--- config.mk ---
export PLATFORM = sky130hd
export DESIGN_NAME = demod_segment_decision
export DESIGN_NICKNAME = d
export VERILOG_FILES = /design/src/rtl/demod_segment_decision.sv
export SDC_FILE = /design/constraint.sdc
export NUM_CORES = 1
export LEC_CHECK = 0
export ABC_CLOCK_PERIOD_IN_PS = 4500
export BUFFER_PORTS_ARGS = -buffer_cell sky130_fd_sc_hd__clkbuf_2
export CAP_MARGIN = 0
export CORE_AREA = 8 8 196 198
export DETAILED_ROUTE_END_ITERATION = 12
export DIE_AREA = 0 0 204 206
export GPL_ROUTABILITY_DRIVEN = 0
export PLACE_DENSITY = 0.8
export SLEW_MARGIN = 20
export SYNTH_ARGS = -nofsm -noshare
export SYNTH_HDL_FRONTEND = slang
export SYNTH_SLANG_ARGS = --single-unit
--- constraint.sdc ---
create_clock -name clk -period 4.5 [get_ports clk]
set_input_delay 0.45 -clock clk [delete_from_list [all_inputs] [get_ports clk]]
set_output_delay 0.45 -clock clk [all_outputs]
set_load 0.03 [all_outputs]
--- src/rtl/demod_segment_decision.sv ---
// demod_segment_decision
// Picks the largest of ten unsigned demodulation segments. It snapshots the
// segments on a rising edge of in_valid and scans them one per cycle. The
// result is held with out_valid until the downstream side accepts it.
// Optional feature macro: SEG_DECISION_MARGIN_EN. When it is defined, the block
// also tracks the second-largest value and drives margin = max - second.
module demod_segment_decision #(
    parameter int WIDTH = 32
) (
    input  logic             clk,
    input  logic             reset,
    input  logic [WIDTH-1:0] segment_0,
    input  logic [WIDTH-1:0] segment_1,
    input  logic [WIDTH-1:0] segment_2,
    input  logic [WIDTH-1:0] segment_3,
    input  logic [WIDTH-1:0] segment_4,
    input  logic [WIDTH-1:0] segment_5,
    input  logic [WIDTH-1:0] segment_6,
    input  logic [WIDTH-1:0] segment_7,
    input  logic [WIDTH-1:0] segment_8,
    input  logic [WIDTH-1:0] segment_9,
    input  logic             in_valid,
    input  logic             out_ready,
    output logic [3:0]       symbol,
    output logic [WIDTH-1:0] max_value,
    output logic             out_valid,
    output logic             busy,
    output logic             overrun
`ifdef SEG_DECISION_MARGIN_EN
    ,
    output logic [WIDTH-1:0] margin
`endif
);

    typedef enum logic [1:0] {
        IDLE,
        SCAN,
        DONE
    } state_t;

    state_t           state_q;
    logic [3:0]       cnt_q;
    logic             inValidPrev_q;
    logic [WIDTH-1:0] snap_q [10];
    logic [WIDTH-1:0] maxVal_q;
    logic [3:0]       index_q;
    logic             outValid_q;
    logic             busy_q;
    logic             overrun_q;

    logic [WIDTH-1:0] segIn [10];
    logic             riseEvent;
    logic [WIDTH-1:0] cmpVal;
    logic             greater;

    assign segIn[0] = segment_0;
    assign segIn[1] = segment_1;
    assign segIn[2] = segment_2;
    assign segIn[3] = segment_3;
    assign segIn[4] = segment_4;
    assign segIn[5] = segment_5;
    assign segIn[6] = segment_6;
    assign segIn[7] = segment_7;
    assign segIn[8] = segment_8;
    assign segIn[9] = segment_9;

    assign riseEvent = in_valid & ~inValidPrev_q;
    assign cmpVal    = snap_q[cnt_q];
    assign greater   = (cmpVal > maxVal_q);

`ifdef SEG_DECISION_MARGIN_EN
    logic [WIDTH-1:0] second_q;
    logic [WIDTH-1:0] margin_q;
    logic [WIDTH-1:0] secondNext;
    logic [WIDTH-1:0] maxNext;

    // Runner-up update for the current compare: a new max demotes the old max, otherwise the value may beat the runner-up.
    always_comb begin
        secondNext = second_q;
        maxNext    = maxVal_q;
        if (greater) begin
            secondNext = maxVal_q;
            maxNext    = cmpVal;
        end else if (cmpVal > second_q) begin
            secondNext = cmpVal;
        end
    end

    // Runner-up and margin registers; margin is latched on the last compare so it is valid together with out_valid.
    always_ff @(posedge clk or negedge reset) begin
        if (!reset) begin
            second_q <= '0;
            margin_q <= '0;
        end else if (state_q == IDLE && riseEvent) begin
            second_q <= '0;
        end else if (state_q == SCAN) begin
            second_q <= secondNext;
            if (cnt_q == 4'd9) begin
                margin_q <= maxNext - secondNext;
            end
        end
    end

    assign margin = margin_q;
`endif

    // Main FSM: capture on rising in_valid in IDLE, scan one snapshot entry per cycle, hold the result in DONE until accepted.
    always_ff @(posedge clk or negedge reset) begin
        if (!reset) begin
            state_q       <= IDLE;
            cnt_q         <= 4'd0;
            inValidPrev_q <= 1'b0;
            maxVal_q      <= '0;
            index_q       <= 4'd0;
            outValid_q    <= 1'b0;
            busy_q        <= 1'b0;
            overrun_q     <= 1'b0;
            for (int i = 0; i < 10; i++) begin
                snap_q[i] <= '0;
            end
        end else begin
            inValidPrev_q <= in_valid;
            case (state_q)
                IDLE: begin
                    if (riseEvent) begin
                        for (int i = 0; i < 10; i++) begin
                            snap_q[i] <= segIn[i];
                        end
                        maxVal_q <= segIn[0];
                        index_q  <= 4'd0;
                        cnt_q    <= 4'd1;
                        busy_q   <= 1'b1;
                        state_q  <= SCAN;
                    end
                end
                SCAN: begin
                    if (riseEvent) begin
                        overrun_q <= 1'b1;
                    end
                    if (greater) begin
                        maxVal_q <= cmpVal;
                        index_q  <= cnt_q;
                    end
                    if (cnt_q == 4'd9) begin
                        cnt_q      <= 4'd0;
                        outValid_q <= 1'b1;
                        state_q    <= DONE;
                    end else begin
                        cnt_q <= cnt_q + 4'd1;
                    end
                end
                DONE: begin
                    if (riseEvent) begin
                        overrun_q <= 1'b1;
                    end
                    if (out_ready) begin
                        outValid_q <= 1'b0;
                        busy_q     <= 1'b0;
                        state_q    <= IDLE;
                    end
                end
                default: begin
                    state_q <= IDLE;
                end
            endcase
        end
    end

    assign symbol    = index_q;
    assign max_value = maxVal_q;
    assign out_valid = outValid_q;
    assign busy      = busy_q;
    assign overrun   = overrun_q;

endmodule

# == After elaboration in Yosys (flattened, before gate mapping) ==
# Index checks and enable logic that the tools add are counted.
# word_totals
ff_bits,366
inputBits,324
output_inout_bits,39
wordCells,64
# op_classes
addsub,1
order_cmp,2
n_eq_ne,7
muxes,21
bitwise,3
n_reduce_logical,12
# op_table
cell,n
$bmux 32 s4,1
$mux 32,4
$pmux 32 s2,1
$gt 32x32->1,1
$mux 4,4
$pmux 4 s2,2
$reduce_and 3->1,4
$ne 2x2->1 const B,4
$mux 2,3
$pmux 2 s3,1
$reduce_and 2->1,3
$reduce_bool 2->1,3
$ge 5x5->1 const B,1
$not 4->5,1
$add 4x1->4 const B,1
$eq 4x4->1 const B,1
$pmux 1 s2,2
$mux 1,3
$eq 2x1->1 const B,1
$eq 2x2->1 const B,1
$logic_not 2->1,1
$reduce_or 2->1,1
$and 1x1->1,1
$not 1->1,1

# == Depth between registers and ports, before layout ==
# depth
ltp_word,7
mapped_depth,14
depth_no_buf,10

# == Least setup slack after synthesis ==
# Ideal clock, no wire load.
# synth_path
path_type,register -> register
start,register cnt_q[0]
end,"register maxVal_q[0], in the netlist max_value[0]"
setup_time_ps,125
arrival_ps,3142
t_required_ps,4375
setup_slack_ps,1233
path_stages_with_launch,14
path_buffers,3
period_less_slack_ps,3267
cell_sequence,dfrtp_1 -> buf_4 -> buf_4 -> mux4_2 -> mux2i_1 -> o22ai_1 -> ha_1 -> a21oi_1 -> o21ai_0 -> a2111o_1 -> nor3_1 -> o22a_2 -> buf_8 -> mux2_4
# synth_via
elab_chain_len,7
elab_cells_between_ends,9
cone_classes,order compare: 1; eq/ne: 1; mux: 5; bitwise: 1; reduce/logical: 1
# synth_rtl
item,line_no,text
start: declaration,42,logic [3:0] cnt_q;
start signal: assignment,149,cnt_q <= cnt_q + 4'd1;
$not 4->5 (implied by the code) *,68,assign cmpVal = snap_q[cnt_q];
$bmux 32 s4 *,68,
$mux 32 (implied by the code) * (2 in a row),68,
$gt 32x32->1,69,assign greater = (cmpVal > maxVal_q);
$ne 2x2->1 (no source line),n/a,
$reduce_and 3->1 (no source line),n/a,
end signal: assignment,129,maxVal_q <= segIn[0];
end signal: assignment,141,maxVal_q <= cmpVal;
end: declaration,45,logic [WIDTH-1:0] maxVal_q;
# Every way passes the cells marked *; elsewhere a longest branch is shown, timed or not. The select of a mux whose other input is x is not followed.
# A chain may end at the register's enable or synchronous reset.

# == Worst setup path in the final report ==
# layout_path
start,register cnt_q[0]
end,"register maxVal_q[27], in the netlist max_value[27]"
# Same word-level chain as after synthesis.

==> key figures <==
Run status
  • Status: completed

Timing
  • Final Setup Violations: 0
  • Period minus WS final: 4.27 ns
  • Final Hold Fails: 0
  • Worst slew margin: 27.9%
  • Final worst setup slack: 0.227 ns
  • Worst-margin pin slew: 1.08 ns
  • Fmax: 234 MHz
  • Clock Skew: 0.0137 ns
  • Setup TNS Final: 0 ns
  • Tcrit/Tclk final: 94.9%
  • Final Max Slew Viols: 0
  • RSZ-0062 raised after global routing: no

Finish
  • Final core utilization: 59.2%
  • Fill cell count: 2988
  • Syn-to-layout area delta: 19.9%
  • Final nets: 2512
  • Layout cells sized above 1: 23.9%

Setup path
  • Kind of critical path: reg -> reg
  • Reg2reg end: max_value[27]$_DFFE_PN0P_
  • Reg2Reg Setup Slack: 0.23 ns
  • CP peak stage delay: 0.71 ns
  • Worst Setup Start Kind: flip-flop
  • Slowest stage cell, crit path: dfrtp_4
  • CP max FO: 21
  • Critical-path cell list: buf_12 > mux4_2 > mux2i_1 > o22ai_1 > ha_1 > nand4_1 > nor3_1 > a2111o_1 > nor3_1 > o22a_2 > buf_4 > mux2i_1
  • FF-to-FF Start: cnt_q[0]$_DFFE_PN0P_
  • Setup crit end: max_value[27]$_DFFE_PN0P_
  • WP data arrival: 4.72 ns
  • Crit path max-delay family: multiplexers
  • Worst Reg2Reg Path Length in Cells: 12
  • Setup crit end kind: flip-flop
  • Required @ worst endpoint: 4.95 ns
  • Critical Path Start: cnt_q[0]$_DFFE_PN0P_
  • CP Buf/Inv Count: 2
  • WP depth: 12

Pwr
  • VDD IR max: 0.000342 V
  • Reg power frac: 38.4%
  • Comb pwr share: 40.0%
  • Sw Share: 38.5%
  • Share of total power in the clock network: 21.6%
  • Power Dens Cells: 724 mW/mm2
  • Pint: 9.29 mW
  • LEAKAGE: 11.6 nW
  • Switching power: 5.82 mW

Route
  • Antenna-violating nets left: 0
  • Routed length per instance: 20.1 um
  • Iteration count of the initial detailed-routing pass: 5
  • DR iter-0 viols: 1326
  • Total number of vias: 14300
  • Detailed Route WL: 53000 um
  • Via-per-instance ratio: 5.39
  • DRC: 0

CTS
  • Total CTS buffers: 40
  • Post-CTS Repair Setup Buffers: 0
  • CTS root buf: clkbuf_16
  • CTS Hold Buffers Added: 1
  • CTS tree: yes
  • Clk pin slew, worst setup/hold paths: 0.06 ns
  • H-tree depth: 2
  • CTS sink cnt: 366
  • Worst-Skew Late Latency: 0.54 ns
  • CTS max path bufs: 3
  • CTS resizes: 0

Logic synthesis
  • Synth area leader: dfrtp_1
  • Synth top area share: 52.6%
  • Seq cells post-synth: 366
  • Cells after synthesis: 1831
  • Post-synth top flop: dfrtp_1
  • Avg Inst Size Synth: 9.50 um2
  • Area contributors post-synth: dfrtp_1, nand2_1, mux4_2, mux2i_1, ha_1
  • Mapped Area: 0.0174 mm2
  • Distinct cells, synth: 42
  • Synth Net Count: 2193
  • Async SR Flop Fraction: 100%
  • Post-synth EDFFs: 0
  • Post-synthesis sequential area ratio: 52.6%
  • Ys Warns: 0

Floorplanning
  • Die Y: 206 um
  • DIE WIDTH: 204 um
  • Die area: 0.0420 mm2
  • Area of the core: 0.0352 mm2
  • Initial Utilization: 49.4%
  • Num ports: 363
  • Rows: 69

Global route
  • Total grt overflow: 0
  • Largest net degree at the start of global routing: 138
  • Total track usage: 24.9%
  • Vias in the first global route: 14800
  • First-pass GRT wire length: 82000 um
  • Initial antenna violation count: 1

Flow run
  • Max_cap viols: 0

Placement
  • DP HPWL: 38900 um
  • DP Worst Slack: 0.399 ns
  • Port-buffer cells: 362

Hold path
  • Hold crit path type: in -> reg
-- layout make-up --
| type | count | area, um2 | area share [%] |
|---|---|---|---|
| clock inverter | 14 | 156 | 0.750 |
| antenna | 1 | 2.50 | 0.0120 |
| multi-input combinational | 1316 | 7590 | 36.4 |
| clock buffer | 59 | 1130 | 5.43 |
| inverter | 41 | 154 | 0.738 |
| tap | 461 | 577 | 2.76 |
| sequential | 366 | 9170 | 43.9 |
| timing repair buffer | 385 | 2080 | 9.99 |
-- metrics by stage --
stage / power, mW / instance area (um2) / cells / hold slack (ns)
2_1_floorplan: 9.90 / 17400 / 1831 / 0.154
3_3_place_gp: 11.4 / 19600 / 2568 / 0.454
3_5_place_dp: 11.8 / 19600 / 2568 / 0.457
4_1_cts: 15.1 / 20900 / 2642 / 0.0472
5_1_grt: 16.1 / 20900 / 2643 / 0.0588
6_report: 15.1 / 20900 / 2643 / 0.0670
-- cell usage in the layout (no fill, tap or decap), types with 2 or more instances in the layout --
cell type  count
nand2_1      973
dfrtp_1      364
clkbuf_2     361
mux2i_1      130
mux4_2        64
clkbuf_16     41
inv_1         40
ha_1          37
o22ai_1       32
buf_4         15
a21oi_1       14
clkbuf_1      14
nand3_1       13
nand4_1        8
o21ai_0        8
clkinv_2       8
buf_12         7
a21o_1         5
clkbuf_8       4
bufinv_16      3
o22a_1         2
nor2b_1        2
a211oi_1       2
nor3_1         2
nor2_1         2
nand2b_1       2
inv_6          2
dfrtp_4        2
-- logic make-up (layout without fill, tap and decap cells) --
logic type	after synthesis	count (layout)	synth area share, %
adders and majority gates	38	38	2.73
muxes	195	195	15.8
other	0	1	0
and+or+nand+nor	1010	1010	22.3
DFF	366	366	52.6
AOI/OAI and AO/OA	73	73	2.71
buffers and inverters	149	499	3.81
-- flip-flops by register name, summed over array words and instances (netlist names) --
name	cells
busy	1
cnt_q	4
inValidPrev_q	1
max_value	32
out_valid	1
overrun	1
snap_q	320
state_q	2
symbol	4
-- power by group through the flow --
| stage | Clock (mW) | Sequential, mW | Combinational, mW |
|---|---|---|---|
| floorplan | 0 | 5.76 | 4.14 |
| global placement | 0 | 5.71 | 5.73 |
| detailed placement | 0 | 5.81 | 5.95 |
| CTS | 3.31 | 5.77 | 6.04 |
| global route | 3.45 | 5.96 | 6.65 |
| finish | 3.26 | 5.80 | 6.05 |
-- synth_stat cells, drive strengths merged, types with 3 or more instances --
library cell / number
a21o: 5
a21oi: 14
buf: 35
clkbuf: 73
dfrtp: 366
ha: 38
inv: 41
mux2i: 130
mux4: 64
nand2: 974
nand3: 13
nand4: 9
nor3: 3
o21ai: 9
o22a: 3
o22ai: 32
-- worst reg2reg max path, cell delays in order, from the launching register on --
cell,delay [ns]
dfrtp_4,0.71
buf_12,0.29
mux4_2,0.54
mux2i_1,0.22
o22ai_1,0.15
ha_1,0.35
nand4_1,0.21
nor3_1,0.09
a2111o_1,0.36
nor3_1,0.35
o22a_2,0.28
buf_4,0.35
mux2i_1,0.29
-- layer usage --
metal / GRT usage, % / vias up / wire, um
li1: - / 6579 / -
met1: 36.1 / 6877 / 23500
met2: 36.5 / 661 / 23400
met3: 4.40 / 137 / 3890
met4: 10.6 / 0 / 2280
met5: 0 / - / 0
-- how the worst min path moves through the flow --
stage | start | to | slack [ns] | cells after the start
floorplan | reset | busy$_DFFE_PN0P_ | 0.15 | 0
finish | in_valid | inValidPrev_q$_DFF_PN0_ | 0.07 | 1
CTS | in_valid | inValidPrev_q$_DFF_PN0_ | 0.05 | 1
global route | in_valid | inValidPrev_q$_DFF_PN0_ | 0.06 | 1
detailed placement | snap_q[255]$_DFFE_PN0P_ | snap_q[255]$_DFFE_PN0P_ | 0.46 | 2
global placement | snap_q[175]$_DFFE_PN0P_ | snap_q[175]$_DFFE_PN0P_ | 0.45 | 2
(Power assumes the default switching activity.)
